File: src/rtl/axil_if.sv
// ============================================================================
// axil_if : AXI-Lite bus bundle (master/slave modports) for the timer port.
// Revision: 1.0
// ============================================================================
`default_nettype none

interface axil_if #(
  parameter int ADDR_WIDTH = 12,
  parameter int DATA_WIDTH = 32,
  parameter int STRB_WIDTH = DATA_WIDTH / 8
);
  logic [ADDR_WIDTH-1:0] awaddr;
  logic [2:0]            awprot;
  logic                  awvalid;
  logic                  awready;
  logic [DATA_WIDTH-1:0] wdata;
  logic [STRB_WIDTH-1:0] wstrb;
  logic                  wvalid;
  logic                  wready;
  logic [1:0]            bresp;
  logic                  bvalid;
  logic                  bready;
  logic [ADDR_WIDTH-1:0] araddr;
  logic [2:0]            arprot;
  logic                  arvalid;
  logic                  arready;
  logic [DATA_WIDTH-1:0] rdata;
  logic [1:0]            rresp;
  logic                  rvalid;
  logic                  rready;

  modport master (
    output awaddr, awprot, awvalid, wdata, wstrb, wvalid, bready,
    output araddr, arprot, arvalid, rready,
    input  awready, wready, bresp, bvalid, arready, rdata, rresp, rvalid
  );

  modport slave (
    input  awaddr, awprot, awvalid, wdata, wstrb, wvalid, bready,
    input  araddr, arprot, arvalid, rready,
    output awready, wready, bresp, bvalid, arready, rdata, rresp, rvalid
  );
endinterface

`default_nettype wire

File: src/rtl/axil_timer.sv
// ============================================================================
// axil_timer : AXI-Lite 32-bit up-counting timer, compare match, auto-reload,
//              level irq. Optional prescaler: AXIL_TIMER_PRESCALE_EN.
// Revision: 1.0
// ============================================================================
`default_nettype none

module axil_timer #(
  parameter int DATA_WIDTH = 32,
  parameter int ADDR_WIDTH = 12,
  parameter int STRB_WIDTH = DATA_WIDTH / 8
) (
  input  wire logic clk,
  input  wire logic rst,
  axil_if.slave     s_axil,
  output logic      irq
);

  localparam int IDX_W = ADDR_WIDTH - 2;
  localparam logic [IDX_W-1:0] IDX_CTRL     = IDX_W'(0);
  localparam logic [IDX_W-1:0] IDX_STATUS   = IDX_W'(1);
  localparam logic [IDX_W-1:0] IDX_COUNT    = IDX_W'(2);
  localparam logic [IDX_W-1:0] IDX_COMPARE  = IDX_W'(3);
  localparam logic [IDX_W-1:0] IDX_PRESCALE = IDX_W'(4);
  localparam logic [1:0] RESP_OKAY   = 2'b00;
  localparam logic [1:0] RESP_SLVERR = 2'b10;

  function automatic logic [DATA_WIDTH-1:0] strobed(
    input logic [DATA_WIDTH-1:0] old_val,
    input logic [DATA_WIDTH-1:0] new_val,
    input logic [STRB_WIDTH-1:0] strb
  );
    logic [DATA_WIDTH-1:0] res;
    res = old_val;
    for (int b = 0; b < STRB_WIDTH; b++) begin
      if (strb[b]) res[b*8 +: 8] = new_val[b*8 +: 8];
    end
    return res;
  endfunction

  logic [2:0]            ctrl;
  logic                  match;
  logic [DATA_WIDTH-1:0] count;
  logic [DATA_WIDTH-1:0] compare;
  logic                  tick;
  logic [DATA_WIDTH-1:0] prescale_rd;
  logic [DATA_WIDTH-1:0] rd_val;
  logic                  rd_mapped;

  wire logic             enable      = ctrl[0];
  wire logic             auto_reload = ctrl[1];
  wire logic             irq_en      = ctrl[2];

  wire logic [IDX_W-1:0] wr_idx    = s_axil.awaddr[ADDR_WIDTH-1:2];
  wire logic [IDX_W-1:0] rd_idx    = s_axil.araddr[ADDR_WIDTH-1:2];
  wire logic             wr_en     = s_axil.awready & s_axil.awvalid & s_axil.wvalid;
  wire logic             rd_en     = s_axil.arready & s_axil.arvalid;
  wire logic             wr_mapped = (wr_idx <= IDX_PRESCALE);
  wire logic             status_clr = wr_en && (wr_idx == IDX_STATUS)
                                      && s_axil.wstrb[0] && s_axil.wdata[0];

  logic unused_bits;
  assign unused_bits = ^{s_axil.awprot, s_axil.arprot,
                         s_axil.awaddr[1:0], s_axil.araddr[1:0]};

`ifdef AXIL_TIMER_PRESCALE_EN
  logic [DATA_WIDTH-1:0] prescale;
  logic [DATA_WIDTH-1:0] psc_cnt;

  always_ff @(posedge clk) begin
    if (rst) begin
      prescale <= '0;
      psc_cnt  <= '0;
    end else if (wr_en && wr_idx == IDX_PRESCALE) begin
      prescale <= strobed(prescale, s_axil.wdata, s_axil.wstrb);
      psc_cnt  <= '0;
    end else if (enable) begin
      psc_cnt  <= tick ? '0 : psc_cnt + 1'b1;
    end
  end

  assign tick        = enable && (psc_cnt == prescale);
  assign prescale_rd = prescale;
`else
  assign tick        = enable;
  assign prescale_rd = '0;
`endif

  always_comb begin
    rd_val    = '0;
    rd_mapped = 1'b1;
    case (rd_idx)
      IDX_CTRL:     rd_val = {{(DATA_WIDTH-3){1'b0}}, ctrl};
      IDX_STATUS:   rd_val = {{(DATA_WIDTH-1){1'b0}}, match};
      IDX_COUNT:    rd_val = count;
      IDX_COMPARE:  rd_val = compare;
      IDX_PRESCALE: rd_val = prescale_rd;
      default:      rd_mapped = 1'b0;
    endcase
  end

  always_ff @(posedge clk) begin
    if (rst) begin
      s_axil.awready <= 1'b0;
      s_axil.wready  <= 1'b0;
      s_axil.bvalid  <= 1'b0;
      s_axil.bresp   <= RESP_OKAY;
      s_axil.arready <= 1'b0;
      s_axil.rvalid  <= 1'b0;
      s_axil.rresp   <= RESP_OKAY;
      s_axil.rdata   <= '0;
      ctrl           <= '0;
      match          <= 1'b0;
      count          <= '0;
      compare        <= '0;
    end else begin
      // Single-cycle accept pulse; the !awready term keeps it from repeating.
      s_axil.awready <= s_axil.awvalid & s_axil.wvalid & ~s_axil.bvalid & ~s_axil.awready;
      s_axil.wready  <= s_axil.awvalid & s_axil.wvalid & ~s_axil.bvalid & ~s_axil.awready;
      if (wr_en) begin
        s_axil.bvalid <= 1'b1;
        s_axil.bresp  <= wr_mapped ? RESP_OKAY : RESP_SLVERR;
      end else if (s_axil.bready) begin
        s_axil.bvalid <= 1'b0;
      end

      s_axil.arready <= s_axil.arvalid & ~s_axil.rvalid & ~s_axil.arready;
      if (rd_en) begin
        s_axil.rvalid <= 1'b1;
        s_axil.rdata  <= rd_val;
        s_axil.rresp  <= rd_mapped ? RESP_OKAY : RESP_SLVERR;
      end else if (s_axil.rready) begin
        s_axil.rvalid <= 1'b0;
      end

      if (wr_en && wr_idx == IDX_CTRL && s_axil.wstrb[0]) begin
        ctrl <= s_axil.wdata[2:0];
      end
      if (wr_en && wr_idx == IDX_COMPARE) begin
        compare <= strobed(compare, s_axil.wdata, s_axil.wstrb);
      end

      // Bus write to COUNT takes priority over the tick update.
      if (wr_en && wr_idx == IDX_COUNT) begin
        count <= strobed(count, s_axil.wdata, s_axil.wstrb);
      end else if (tick) begin
        count <= (count == compare && auto_reload) ? '0 : count + 1'b1;
      end

      // Hardware set wins over a coincident W1C clear.
      if (tick && count == compare) begin
        match <= 1'b1;
      end else if (status_clr) begin
        match <= 1'b0;
      end
    end
  end

  assign irq = match & irq_en;

endmodule

`default_nettype wire

File: src/flat_wrapper.sv
// flat-port wrapper written by rule: the top's interface ports become plain ports
module axil_timer_flat 
#(
  parameter int DATA_WIDTH = 32,
  parameter int ADDR_WIDTH = 12,
  parameter int STRB_WIDTH = DATA_WIDTH / 8
)
  (clk, rst, irq, s_axil_awaddr, s_axil_awprot, s_axil_awvalid, s_axil_wdata, s_axil_wstrb, s_axil_wvalid, s_axil_bready, s_axil_araddr, s_axil_arprot, s_axil_arvalid, s_axil_rready, s_axil_awready, s_axil_wready, s_axil_bresp, s_axil_bvalid, s_axil_arready, s_axil_rdata, s_axil_rresp, s_axil_rvalid);
  axil_if #(.ADDR_WIDTH(ADDR_WIDTH), .DATA_WIDTH(DATA_WIDTH), .STRB_WIDTH(STRB_WIDTH)) s_axil_i ();
  input  wire logic clk;
  input  wire logic rst;
  output logic irq;
  input wire logic [$bits(s_axil_i.awaddr)-1:0] s_axil_awaddr;
  input wire logic [$bits(s_axil_i.awprot)-1:0] s_axil_awprot;
  input wire logic [$bits(s_axil_i.awvalid)-1:0] s_axil_awvalid;
  input wire logic [$bits(s_axil_i.wdata)-1:0] s_axil_wdata;
  input wire logic [$bits(s_axil_i.wstrb)-1:0] s_axil_wstrb;
  input wire logic [$bits(s_axil_i.wvalid)-1:0] s_axil_wvalid;
  input wire logic [$bits(s_axil_i.bready)-1:0] s_axil_bready;
  input wire logic [$bits(s_axil_i.araddr)-1:0] s_axil_araddr;
  input wire logic [$bits(s_axil_i.arprot)-1:0] s_axil_arprot;
  input wire logic [$bits(s_axil_i.arvalid)-1:0] s_axil_arvalid;
  input wire logic [$bits(s_axil_i.rready)-1:0] s_axil_rready;
  output wire logic [$bits(s_axil_i.awready)-1:0] s_axil_awready;
  output wire logic [$bits(s_axil_i.wready)-1:0] s_axil_wready;
  output wire logic [$bits(s_axil_i.bresp)-1:0] s_axil_bresp;
  output wire logic [$bits(s_axil_i.bvalid)-1:0] s_axil_bvalid;
  output wire logic [$bits(s_axil_i.arready)-1:0] s_axil_arready;
  output wire logic [$bits(s_axil_i.rdata)-1:0] s_axil_rdata;
  output wire logic [$bits(s_axil_i.rresp)-1:0] s_axil_rresp;
  output wire logic [$bits(s_axil_i.rvalid)-1:0] s_axil_rvalid;
  assign s_axil_i.awaddr = s_axil_awaddr;
  assign s_axil_i.awprot = s_axil_awprot;
  assign s_axil_i.awvalid = s_axil_awvalid;
  assign s_axil_i.wdata = s_axil_wdata;
  assign s_axil_i.wstrb = s_axil_wstrb;
  assign s_axil_i.wvalid = s_axil_wvalid;
  assign s_axil_i.bready = s_axil_bready;
  assign s_axil_i.araddr = s_axil_araddr;
  assign s_axil_i.arprot = s_axil_arprot;
  assign s_axil_i.arvalid = s_axil_arvalid;
  assign s_axil_i.rready = s_axil_rready;
  assign s_axil_awready = s_axil_i.awready;
  assign s_axil_wready = s_axil_i.wready;
  assign s_axil_bresp = s_axil_i.bresp;
  assign s_axil_bvalid = s_axil_i.bvalid;
  assign s_axil_arready = s_axil_i.arready;
  assign s_axil_rdata = s_axil_i.rdata;
  assign s_axil_rresp = s_axil_i.rresp;
  assign s_axil_rvalid = s_axil_i.rvalid;
  axil_timer #(.DATA_WIDTH(DATA_WIDTH), .ADDR_WIDTH(ADDR_WIDTH), .STRB_WIDTH(STRB_WIDTH)) u_core (.clk(clk), .rst(rst), .s_axil(s_axil_i), .irq(irq));
endmodule
File: config.mk
export PLATFORM = sky130hd
export DESIGN_NAME = axil_timer_flat
export DESIGN_NICKNAME = d
export VERILOG_FILES = /design/src/rtl/axil_if.sv /design/src/rtl/axil_timer.sv /design/src/flat_wrapper.sv
export SDC_FILE = /design/constraint.sdc
export NUM_CORES = 1
export LEC_CHECK = 0
export ABC_AREA = 1
export CORE_MARGIN = 1.5
export CORE_UTILIZATION = 57
export CTS_CLUSTER_DIAMETER = 100
export DETAILED_ROUTE_END_ITERATION = 8
export PLACE_DENSITY_LB_ADDON = 0.15
export SYNTH_ARGS = -nofsm -noshare
export SYNTH_HDL_FRONTEND = slang
export SYNTH_SLANG_ARGS = --single-unit
File: constraint.sdc
create_clock -name clk -period 3.4 [get_ports clk]
set_input_delay 0.51 -clock clk [delete_from_list [all_inputs] [get_ports clk]]
set_output_delay 0.51 -clock clk [all_outputs]
set_load 0.03 [all_outputs]
Yosys cells after proc, flatten, opt, wreduce, memory -nomap -nowiden. Index checks and enable logic that the tools add are counted.

Input port bits: 73. Flip-flop bits (word level): 108. Output and inout port bits: 42.

Mux-type cells: 17. Add/subtract/negate cells: 1. Equality and inequality tests: 12. Reduce and logical (&&, ||, !) cells: 24. Bitwise gates (word level): 13. Magnitude comparators: 1.

Operators by type and width (number): $pmux W32 S4 (1); $mux W32 (3); $eq A10 B2 Y1 const B (4); $add A32 B1 Y32 const B (1); $eq A32 B32 Y1 (1); $mux W8 (4); $eq A10 B1 Y1 const B (2); $logic_not A10 Y1 (2); $reduce_and A2 Y1 (8); $eq A10 B3 Y1 const B (1); $le A10 B3 Y1 const B (1); $and A1 B1 Y1 (9); $logic_and A1 B1 Y1 (9); $ne A2 B2 Y1 const B (4); $reduce_bool A2 Y1 (4); $mux W1 (7); $reduce_or A5 Y1 (1); $mux W2 (2); $not A1 Y1 (4).

Depth between registers and ports, before layout.
Depth after elaboration: 7. Mapped depth: 11. Gate-level depth less buffers: 11.

Worst setup path before layout. OpenSTA, ideal clock, no wires.

Path type: input to register. Start: input s_axil_awaddr[7]. End: register u_core.count[0]. Stages on the path: 10. Data arrival time: 1671 ps. Path buffers: 1. Library setup time: 119 ps. Slack: 1610 ps. Required time: 3281 ps. Cells stage by stage: or2_1 nor2_4 nand3_2 inv_2 buf_6 nand2_1 nand2_2 inv_1 a21oi_1 a21oi_1.

Word-level cells in the longest chain between the ends: 4. Elaborated cells on any way between the ends: 6. Classes of those cells: eq/ne: 2; mux: 1; reduce/logical: 3.

Ends and longest elaborated chain: start: declaration (line flat_wrapper.sv:13) `input wire logic [$bits(s_axil_i.awaddr)-1:0] s_axil_awaddr;`; $eq A10 B2 Y1 (*) (line axil_timer.sv:144) `if (wr_en && wr_idx == IDX_COUNT) begin`; $logic_and A1 B1 Y1 (*) (line axil_timer.sv:144); $ne A2 B2 Y1 (no source line) or $reduce_bool A2 Y1 (tied branches); $reduce_and A2 Y1 (no source line); end signal: assignment (line axil_timer.sv:145) `count <= strobed(count, s_axil.wdata, s_axil.wstrb);`; end signal: assignment (line axil_timer.sv:147) `count <= (count == compare && auto_reload) ? '0 : count + 1'b1;`; end: declaration (line axil_timer.sv:43) `logic [DATA_WIDTH-1:0] count;`.

Mark *: on every way between the ends. The rest lies on a longest branch, timed or not. A chain may end at the register's enable or synchronous reset.

Worst setup path in the final report.
Start: input s_axil_awaddr[7]. End: register u_core.compare[12].

Word-level cells in the longest chain between the ends: 3.

Ends and longest elaborated chain: $eq A10 B2 Y1 (line axil_timer.sv:139) `if (wr_en && wr_idx == IDX_COMPARE) begin`; $logic_and A1 B1 Y1 (line axil_timer.sv:139); $reduce_and A2 Y1 (no source line); end signal: assignment (line axil_timer.sv:140) `compare <= strobed(compare, s_axil.wdata, s_axil.wstrb);`; end: declaration (line axil_timer.sv:44) `logic [DATA_WIDTH-1:0] compare;`.

Every way passes these cells.

==> summary.txt <==
Worst Hold Launch = u_core.s_axil.rvalid
Vias = 6,245
clock latency at the later pin of the worst-skew pair = 0.40 ns
setup repair after global routing missed its margin = false
Synth Instances = 893
final setup violating endpoints = 0
sequential group share of total power = 54.1%
peak supply drop = 0.3268 mV
maximum number of pins on one net before global-route repair = 38
reg2reg end = u_core.count[24]
clock network power share = 38.9%
setup slack of the worst register-to-register path = 1.32 ns
most used flip-flop cell after synthesis = sky130_fd_sc_hd__dfxtp_1
number of gates given a new drive strength after cts = 0
total routing resource utilization after global routing = 31.31%
global placer's final weighted congestion = 0.9352
total congestion overflow = 0
total of warnings raised by yosys = 0
total of hold buffers inserted after clock tree synthesis = 0
first-pass iteration count of the detailed router = 5
share of post-route cells with drive strength above 1 = 6.301%
combinational share of power = 7.0%
kind of critical path = in -> reg
antenna fix cells = 0
Total Nets Final = 1,053
length in cells of the worst reg-to-reg path = 11
deepest level of the CTS H-tree = 3
post-route clock skew = 0.01146 ns
switching share of total power = 22.59%
largest buffer count on any clock path = 2
class of the worst hold path = reg -> reg
data arrival time at the worst-slack endpoint = 2.57 ns
HPWL Detailed = 12.16 mm
Fin. Hold Viols = 0
result of the run = finished, final reports clean
final number of max-transition violations = 0
total internal power = 1.781 mW
I/O pin cnt = 115
post-layout total power = 2.300 mW
wire length of the first global-routing pass = 27.47 mm
drt initial violations = 500
final worst-path cycle share = 67.73%
number of global-route vias before repair = 5,516
count leader, synth = sky130_fd_sc_hd__nand2_1
proportion of synthesized chip area in sequential cells = 35.44%
Max-cap violations = 0
worst hold endpoint = u_core.s_axil.arready
initial standard-cell utilization of the core = 58.25%
leading area contributor after synthesis = sky130_fd_sc_hd__dfxtp_1
data required time of the worst path = 3.67 ns
proportion of register bits with asynchronous set or reset after synthesis = 0%
achievable frequency = 0.4342 GHz
depth of the worst hold-timing path = 1
Worst setup EP type = register
number of sinks handled by clock tree synthesis = 106
sw power = 0.5197 mW
worst relative slew slack = 49.53%
DRC violation count after routing = 0
area added between synthesis and finish = 22.03%
Worst Path Max Fanout = 16
post-route minimum period = 2.303 ns
number of storage elements in the synthesis netlist = 106
root buffer cell = sky130_fd_sc_hd__clkbuf_8
post-CTS setup buffer count = 0
Die X = 105.5 um
area of the mapped netlist = 5987 um^2
area fraction of the dominant cell type after synthesis = 35.44%
pwr dens = 314.9 nW/um^2
Lkg Pwr = 2.669 nW
category of the worst setup path launch point = input port
average wire per cell in the routed design = 15.23 um
cell types with the highest counts after synthesis = 220 x sky130_fd_sc_hd__nand2_1, 106 x sky130_fd_sc_hd__dfxtp_1, 105 x sky130_fd_sc_hd__a21oi_1
number of unique standard cell types used by synthesis = 37
Die H = 105.5 um
antenna violations before repair = 0
cells taking the most area after synthesis = sky130_fd_sc_hd__dfxtp_1 35%, sky130_fd_sc_hd__nand2_1 14%, sky130_fd_sc_hd__a21oi_1 8.8%
Syn Area/Cell = 6.704 um^2
count of flip-flops with a built-in enable after synthesis = 0
clock tree from TritonCTS = done
remaining antenna violation count after routing = 0
R2R Path Start = u_core.count[0]
Least-Margin Pin Slew = 0.7563 ns
total die area = 11,130 um^2
number of buffers created by CTS = 9
placeable core area = 10,280 um^2
total length of routed wires = 17.06 mm
final-layout setup total negative slack = 0 ns
Placement Rows = 37
drt via density = 5.576
clock slew at reported path FFs = 0.10 ns
Port Buffer Count = 102
==> cell type report <==
class	instances	area [um^2]
inverter	94	352.8
multi-input combinational	652	3306
timing repair buffer	116	1126
sequential	106	2122
clock buffer	12	155.1
clock inverter	4	73.82
tap	136	170.2
fill	926	2972
==> how the worst max path moves through the flow <==
| stage | cells after the start | slack [ns] | endpoint | from |
|---|---|---|---|---|
| after floorplan | 10 | 1.61 | u_core.count[0] | s_axil_awaddr[7] |
| after global placement | 8 | 0.78 | u_core.compare[31] | s_axil_awaddr[7] |
| after detailed placement | 8 | 0.73 | u_core.compare[12] | s_axil_awaddr[7] |
| after CTS | 8 | 1.12 | u_core.compare[12] | s_axil_awaddr[7] |
| after global routing | 8 | 0.98 | u_core.compare[27] | s_axil_awvalid |
| final | 8 | 1.10 | u_core.compare[12] | s_axil_awaddr[7] |
==> stage by stage <==
| step | setup WS, ns | std cells | util, % | hold WS, ns | area, um^2 |
|---|---|---|---|---|---|
| after floorplan | 1.610 | 894 | - | 0.4371 | 5991 |
| after global placement | 0.7764 | 1104 | 68.86 | 0.4480 | 7077 |
| after detailed placement | 0.7309 | 1104 | 68.86 | 0.4427 | 7077 |
| after CTS | 1.122 | 1120 | 71.09 | 0.4692 | 7306 |
| after global routing | 0.9766 | 1120 | 71.09 | 0.4906 | 7306 |
| final | 1.097 | 1120 | 71.09 | 0.4557 | 7306 |
==> layout by cell type, fill, tap and decap left out, types with 2 or more instances in the layout <==
cell type / Yosys / routed
sky130_fd_sc_hd__clkdlybuf4s50_1: 0 / 102
sky130_fd_sc_hd__nand4_1: 7 / 7
sky130_fd_sc_hd__or2_1: 3 / 3
sky130_fd_sc_hd__nor2_1: 49 / 49
sky130_fd_sc_hd__bufinv_16: 0 / 2
sky130_fd_sc_hd__nand2_2: 6 / 6
sky130_fd_sc_hd__nand3b_1: 2 / 2
sky130_fd_sc_hd__clkbuf_8: 0 / 11
sky130_fd_sc_hd__inv_1: 92 / 92
sky130_fd_sc_hd__nor4_1: 2 / 2
sky130_fd_sc_hd__o21ai_0: 96 / 96
sky130_fd_sc_hd__dfxtp_1: 106 / 106
sky130_fd_sc_hd__nor2_4: 2 / 2
sky130_fd_sc_hd__buf_4: 5 / 14
sky130_fd_sc_hd__xor2_1: 20 / 20
sky130_fd_sc_hd__nand3_1: 63 / 63
sky130_fd_sc_hd__xnor2_1: 21 / 21
sky130_fd_sc_hd__nor3_4: 2 / 2
sky130_fd_sc_hd__o22ai_2: 10 / 10
sky130_fd_sc_hd__conb_1: 1 / 2
sky130_fd_sc_hd__nor2_2: 4 / 4
sky130_fd_sc_hd__nand2_1: 220 / 220
sky130_fd_sc_hd__a21oi_1: 105 / 105
sky130_fd_sc_hd__nor3_1: 9 / 9
sky130_fd_sc_hd__a22oi_1: 2 / 2
sky130_fd_sc_hd__a21oi_2: 6 / 6
sky130_fd_sc_hd__o22ai_1: 13 / 13
==> layer usage <==
metal	part of all wire, %	routed length (um)	up-vias	track usage, %
li1	-	-	3113	-
met4	2.7	461	0	10.67
met1	44	7432	2849	41.20
met2	47	7962	244	50.75
met5	0	0	-	0
met3	7.0	1201	39	6.865
==> worst max-delay path, stage by stage <==
cell and delay, ns:
sky130_fd_sc_hd__clkdlybuf4s50_1 0.39, sky130_fd_sc_hd__or2_1 0.25, sky130_fd_sc_hd__nor2_4 0.15, sky130_fd_sc_hd__nand4_1 0.16, sky130_fd_sc_hd__nor2_2 0.33, sky130_fd_sc_hd__nand2_1 0.39
sky130_fd_sc_hd__o21ai_0 0.31, sky130_fd_sc_hd__a21oi_1 0.07
==> state kept, by name, summed over array words and instances, names as in the netlist <==
register / flops
u_core.s_axil.rvalid: 1
u_core.s_axil.arready: 1
u_core.match: 1
u_core.compare: 32
u_core.ctrl: 3
u_core.s_axil.awready: 1
u_core.s_axil.bresp: 1
u_core.s_axil.rresp: 1
u_core.s_axil.rdata: 32
u_core.count: 32
u_core.s_axil.bvalid: 1
==> power by group through the flow <==
| stage | Sequential [mW] | Clock, mW | Combinational, mW |
|---|---|---|---|
| finish | 1.25 | 0.895 | 0.161 |
| global route | 1.25 | 0.955 | 0.173 |
| CTS | 1.25 | 0.908 | 0.160 |
| detailed placement | 1.27 | 0 | 0.159 |
| global placement | 1.27 | 0 | 0.158 |
| floorplan | 1.28 | 0 | 0.0529 |
==> kinds of logic after synthesis <==
family / Yosys count / synth area share, %
compound gates: 235 / 21.78
fa+ha+maj: 1 / 0.2090
other cells: 1 / 0.06264
flops: 106 / 35.44
simple gates: 373 / 26.96
buf+inv: 136 / 9.551
xor+xnor: 41 / 5.998
Note: power is estimated with default switching activity, not from simulation.
==> patch 1 (same settings) <==
Add a define of `AXIL_TIMER_PRESCALE_EN`.
--- a/src/rtl/axil_timer.sv
+++ b/src/rtl/axil_timer.sv
@@ -5,4 +5,6 @@
 // ============================================================================
 `default_nettype none
+
+`define AXIL_TIMER_PRESCALE_EN
 
 module axil_timer #(
Check against the original RTL: not equivalent (Yosys sat finds a counterexample within 4 cycles, from zero or initial values and one cycle with rst high).
==> patch 1 against the original RTL <==
- worst hold slack better by 0.0015 ns
- sequential cell count grew 64
- worst setup slack worse by 0.11 ns
- highest routed layer unchanged
- clock skew increased by 0.0024 ns
- first-iteration DRC count rose to 2.6 times the old value
- cell area grew 58%
- area after synthesis grew 65%
- routed wire length is 93% higher
- synthesized cell count grew 77%
- core utilization is 2.1 points lower
- critical endpoint unchanged
- power is 79% higher
- final cell count increased by 69%
==> patch 1: results (changes against the original RTL) <==
The detailed-router iteration count before antenna repair was 7 (+2); the signal arrival time at the worst endpoint was 2.70 ns (+0.13 ns). The logs give 0.5135 (+0.1015) for the global-route met1 utilization and 32.99 mm (+93%) for the total length of routed wires. The layout net count was 1,733 (+65%); the maximum cell stage delay along the critical path was 0.55 ns (+0.16 ns). Later-pin clock latency in the skew report: 0.43 ns (+0.03 ns). The peak supply drop was 0.3646 mV (+12%); the setup slack after placement was 0.5650 ns (-0.1659 ns). The logs give 25.17 mm (+110%) for the detailed placer's ending HPWL and 4.768 nW (+79%) for the leakage power. The worst hold slack after final layout is 0.4572 ns (+0.001507 ns), and the pin count of the biggest net entering global routing is 43 (+13%). For the via count of the first global-routing pass, the log shows 9,410 (+71%). The count of cells along the worst register-to-register path is 8 (-3), and the via density per instance is 5.648 (+1.3%).

The start point of the worst hold path is u_core.s_axil.arready$_SDFF_PP0_. The clock period minus final worst setup slack is 2.409 ns (+0.1065 ns). The flow ran to the end, and the final reports show no timing, DRC or antenna violations. Counting instances in the post-synthesis netlist gives the leading cell types as 413 x nand2_1, 224 x nor2_1, 185 x inv_1, 170 x dfxtp_1, 113 x o21ai_0. The global-route wire length before repair was 50.99 mm (+86%); the worst reg-to-reg setup slack was 1.00 ns (-0.32 ns). Cell count after placement: 1,859 (+68%). The tools report the source of the critical timing path as s_axil_wvalid.

Amount of wire on met2 after detailed routing: 14.14 mm (+78%). The routed length per placed instance was 17.46 um (+15%).
patch 1: cell count changes after synthesis, sizes merged, moves of 8 or more:
| cell | change |
|---|---|
| o21ai | +18 |
| nand3 | +26 |
| nor2 | +180 |
| nand3b | +10 |
| dfxtp | +64 |
| nand4 | +11 |
| or2 | +8 |
| inv | +103 |
| nor3 | +22 |
| nand2 | +193 |
| clkbuf | +11 |
patch 1: cell type report:
class / instances / area (um^2) / share of cell area
Clock buffer: 19 / 432.9 / 0.03742
Sequential cell: 170 / 3403 / 0.2942
Tap cell: 220 / 275.3 / 0.02379
Timing Repair Buffer: 118 / 1141 / 0.09864
Clock inverter: 12 / 127.6 / 0.01103
Inverter: 197 / 740.7 / 0.06403
Multi-Input combinational cell: 1154 / 5448 / 0.4709
patch 1: power groups by stage:
stage	clock network, mW	logic [mW]	registers (mW)
final	1.90	0.207	2.00
after global routing	2.00	0.219	2.00
after CTS	1.90	0.202	2.00
after detailed placement	0	0.201	2.04
after global placement	0	0.199	2.04
after floorplan	0	0.0698	2.05
==> patch 2 (same settings) <==
Made on the original files. Register the output `irq`, without a reset; this adds one clock of latency there. The other outputs are not delayed to match.
--- a/src/rtl/axil_timer.sv
+++ b/src/rtl/axil_timer.sv
@@ -157,5 +157,7 @@
   end
 
-  assign irq = match & irq_en;
+  always_ff @(posedge clk) begin
+    irq <= match & irq_en;
+  end
 
 endmodule
Function: changed (Yosys sat finds a counterexample within 4 cycles, from zero or initial values and one cycle with rst high).
==> patch 2 against the original RTL <==
- register-to-register slack worse by 0.05 ns
- first-iteration DRC count is 0.40% higher
- sequential cell count up 1
- power shrank 5.4%
- worst setup slack worse by 0.068 ns
- area after synthesis up 0.33%
- core utilization is essentially flat
- count of clock-buffer cells in the layout fell by 3
- routed wire length down 0.32%
- cell area about the same
- largest cell class unchanged
==> patch 2: results (changes against the original RTL) <==
The run gives 0 (unchanged) as the number of antenna violations at the first check in global routing. The layout net count was 1,058 (+0.47%); the via count of the first global-routing pass was 5,607 (+1.6%). The detailed-router iteration count before antenna repair is 5 (unchanged), and the multiplexer area fraction after synthesis is 0 (unchanged). The largest registers in the layout are u_core.compare x32, u_core.count x32, u_core.s_axil.rdata x32.

The sequential share of the synthesized area was 0.3566 (+0.002151); the count of input and output buffers was 102 (unchanged). The logs give 0 (unchanged) for the yosys synthesis warning count and 0.1966 mV (-40%) for the peak supply drop. The run gives 38 (unchanged) as the pin count of the biggest net entering global routing.

In this run the worst setup path begins at s_axil_araddr[11]. The ratio of cells with drive above 1 in the final layout works out to 0.06775 (+0.004737). The worst register-to-register path begins at u_core.count[0]$_SDFFE_PP0P_. The run gives 37 (unchanged) as the count of cell types in the netlist.

The detailed router used layers up to and including met4. The cell sitting at the root of the clock tree is a clkbuf_8. The global-route wire length before repair was 27.64 mm (+0.63%); the amount of wire on met2 after detailed routing was 7.687 mm (-3.5%). The flow ran to the end, and the final reports show no timing, DRC or antenna violations. The commonest cells after synthesis are 220 x nand2_1, 107 x dfxtp_1, 105 x a21oi_1, 96 x o21ai_0, 92 x inv_1. The fraction of synthesized cell area in xor and xnor cells is 0.05978 (-0.0001999).

The fraction of synthesis flops using an asynchronous set or reset pin was 0 (unchanged); the number of buffers inserted during clock tree synthesis was 9 (unchanged). In this run the worst hold path is classified as flop to flop. The logs give 0.4451 (-0.05011) for the relative slew slack and 502 (+0.40%) for the starting DRC count in detailed routing. For the later-pin clock latency in the skew report, the log shows 0.38 ns (-0.02 ns). Adder-cell share of the synthesized area: 0.002083 (-0.000006965). Sorting the synthesized cells by area gives the leading types as dfxtp_1 36%, nand2_1 14%, a21oi_1 8.7%.

The biggest fanout along the worst timing path was 19 (+3); the number of filler instances in the final layout was 920 (-0.65%). The number of gates resized after cts was 0 (unchanged); the CTS clock-pin slew for the worst setup and hold paths was 0.10 ns (about the same). The maximum clock skew at final layout came out at 0.01253 ns (+0.001066 ns). Total length of routed met3 wires: 1.296 mm (+7.9%). The net switching power came out at 559.6 uW (+7.7%). The all-layer global routing usage came out at 0.3109 (-0.002237).

The number of violations of the max-capacitance limit is 0 (unchanged), and the detailed placer's ending HPWL is 12.68 mm (+4.3%). The placer's final routability congestion estimate came out at 0.9215 (-1.5%). The start point of the worst hold path was u_core.ctrl[2]$_SDFFE_PP0P_. Leakage power: 2.664 nW (-0.18%). The tools report the global-route met1 utilization as 0.4365 (+0.02447). For the routed via count, the log shows 6,248 (+0.048%).

The global routing met2 resource utilization was 0.4930 (-0.01443). The logs give 0 (unchanged) for the antenna diode instance count and 0.03958 (-0.02907) for the met3 global-route usage. The logs give 17.00 mm (-0.32%) for the total length of routed wires and 0 (unchanged) for the number of buffers inserted by post-CTS setup repair.

The compound-cell area share of the yosys netlist came out at 0.2170 (-0.0007257). The tools report the wire length on met1 as 7.718 mm (+3.8%).
## patch 2: cell count changes after synthesis
| cell | before | now |
|---|---|---|
| dfxtp_1 | 106 | 107 |
## patch 2: critical path: stages
cell and delay [ns]:
clkdlybuf4s50_1 0.39, or2_1 0.36, nor3_4 0.31, nand2_2 0.35
buf_4 0.33, o22ai_1 0.21, nand2_1 0.09, a21oi_1 0.12
## patch 2: power groups by stage
stage               sequential (mW)  combinational, mW  clock, mW
floorplan                      1.29             0.0529          0
global placement               1.29              0.156          0
detailed placement             1.29              0.158          0
CTS                            1.26              0.159      0.758
global route                   1.26              0.173      0.811
finish                         1.26              0.160      0.758
## patch 2: per-stage QoR
| step | worst slack, ns | instances | cell area [um^2] |
|---|---|---|---|
| 6_report | 1.029 | 1125 | 7311 |
| 5_1_grt | 0.8191 | 1125 | 7311 |
| 4_1_cts | 1.056 | 1125 | 7311 |
| 3_5_place_dp | 0.6747 | 1109 | 7127 |
| 3_3_place_gp | 0.6959 | 1109 | 7127 |
| 2_1_floorplan | 1.610 | 895 | 6011 |
## patch 2: final timing paths
| path | to | slack, ns | cells past startpoint |
|---|---|---|---|
| hold / removal | u_core.irq$_DFF_P_ | 0.45 | 2 |
| setup reg to reg | u_core.count[22]$_SDFFE_PP0P_ | 1.27 | 11 |
| hold reg to reg | u_core.irq$_DFF_P_ | 0.45 | 2 |
| setup / recovery | u_core.s_axil.rdata[3]$_SDFFE_PP0P_ | 1.03 | 8 |
## patch 2: area by class of cell
cell class | count | area share
Clock buffer | 9 | 0.01694
Sequential cell | 107 | 0.2930
Tap cell | 136 | 0.02328
Clock inverter | 7 | 0.008215
Multi-Input combinational cell | 652 | 0.4522
Inverter | 94 | 0.04826
Timing Repair Buffer | 120 | 0.1581
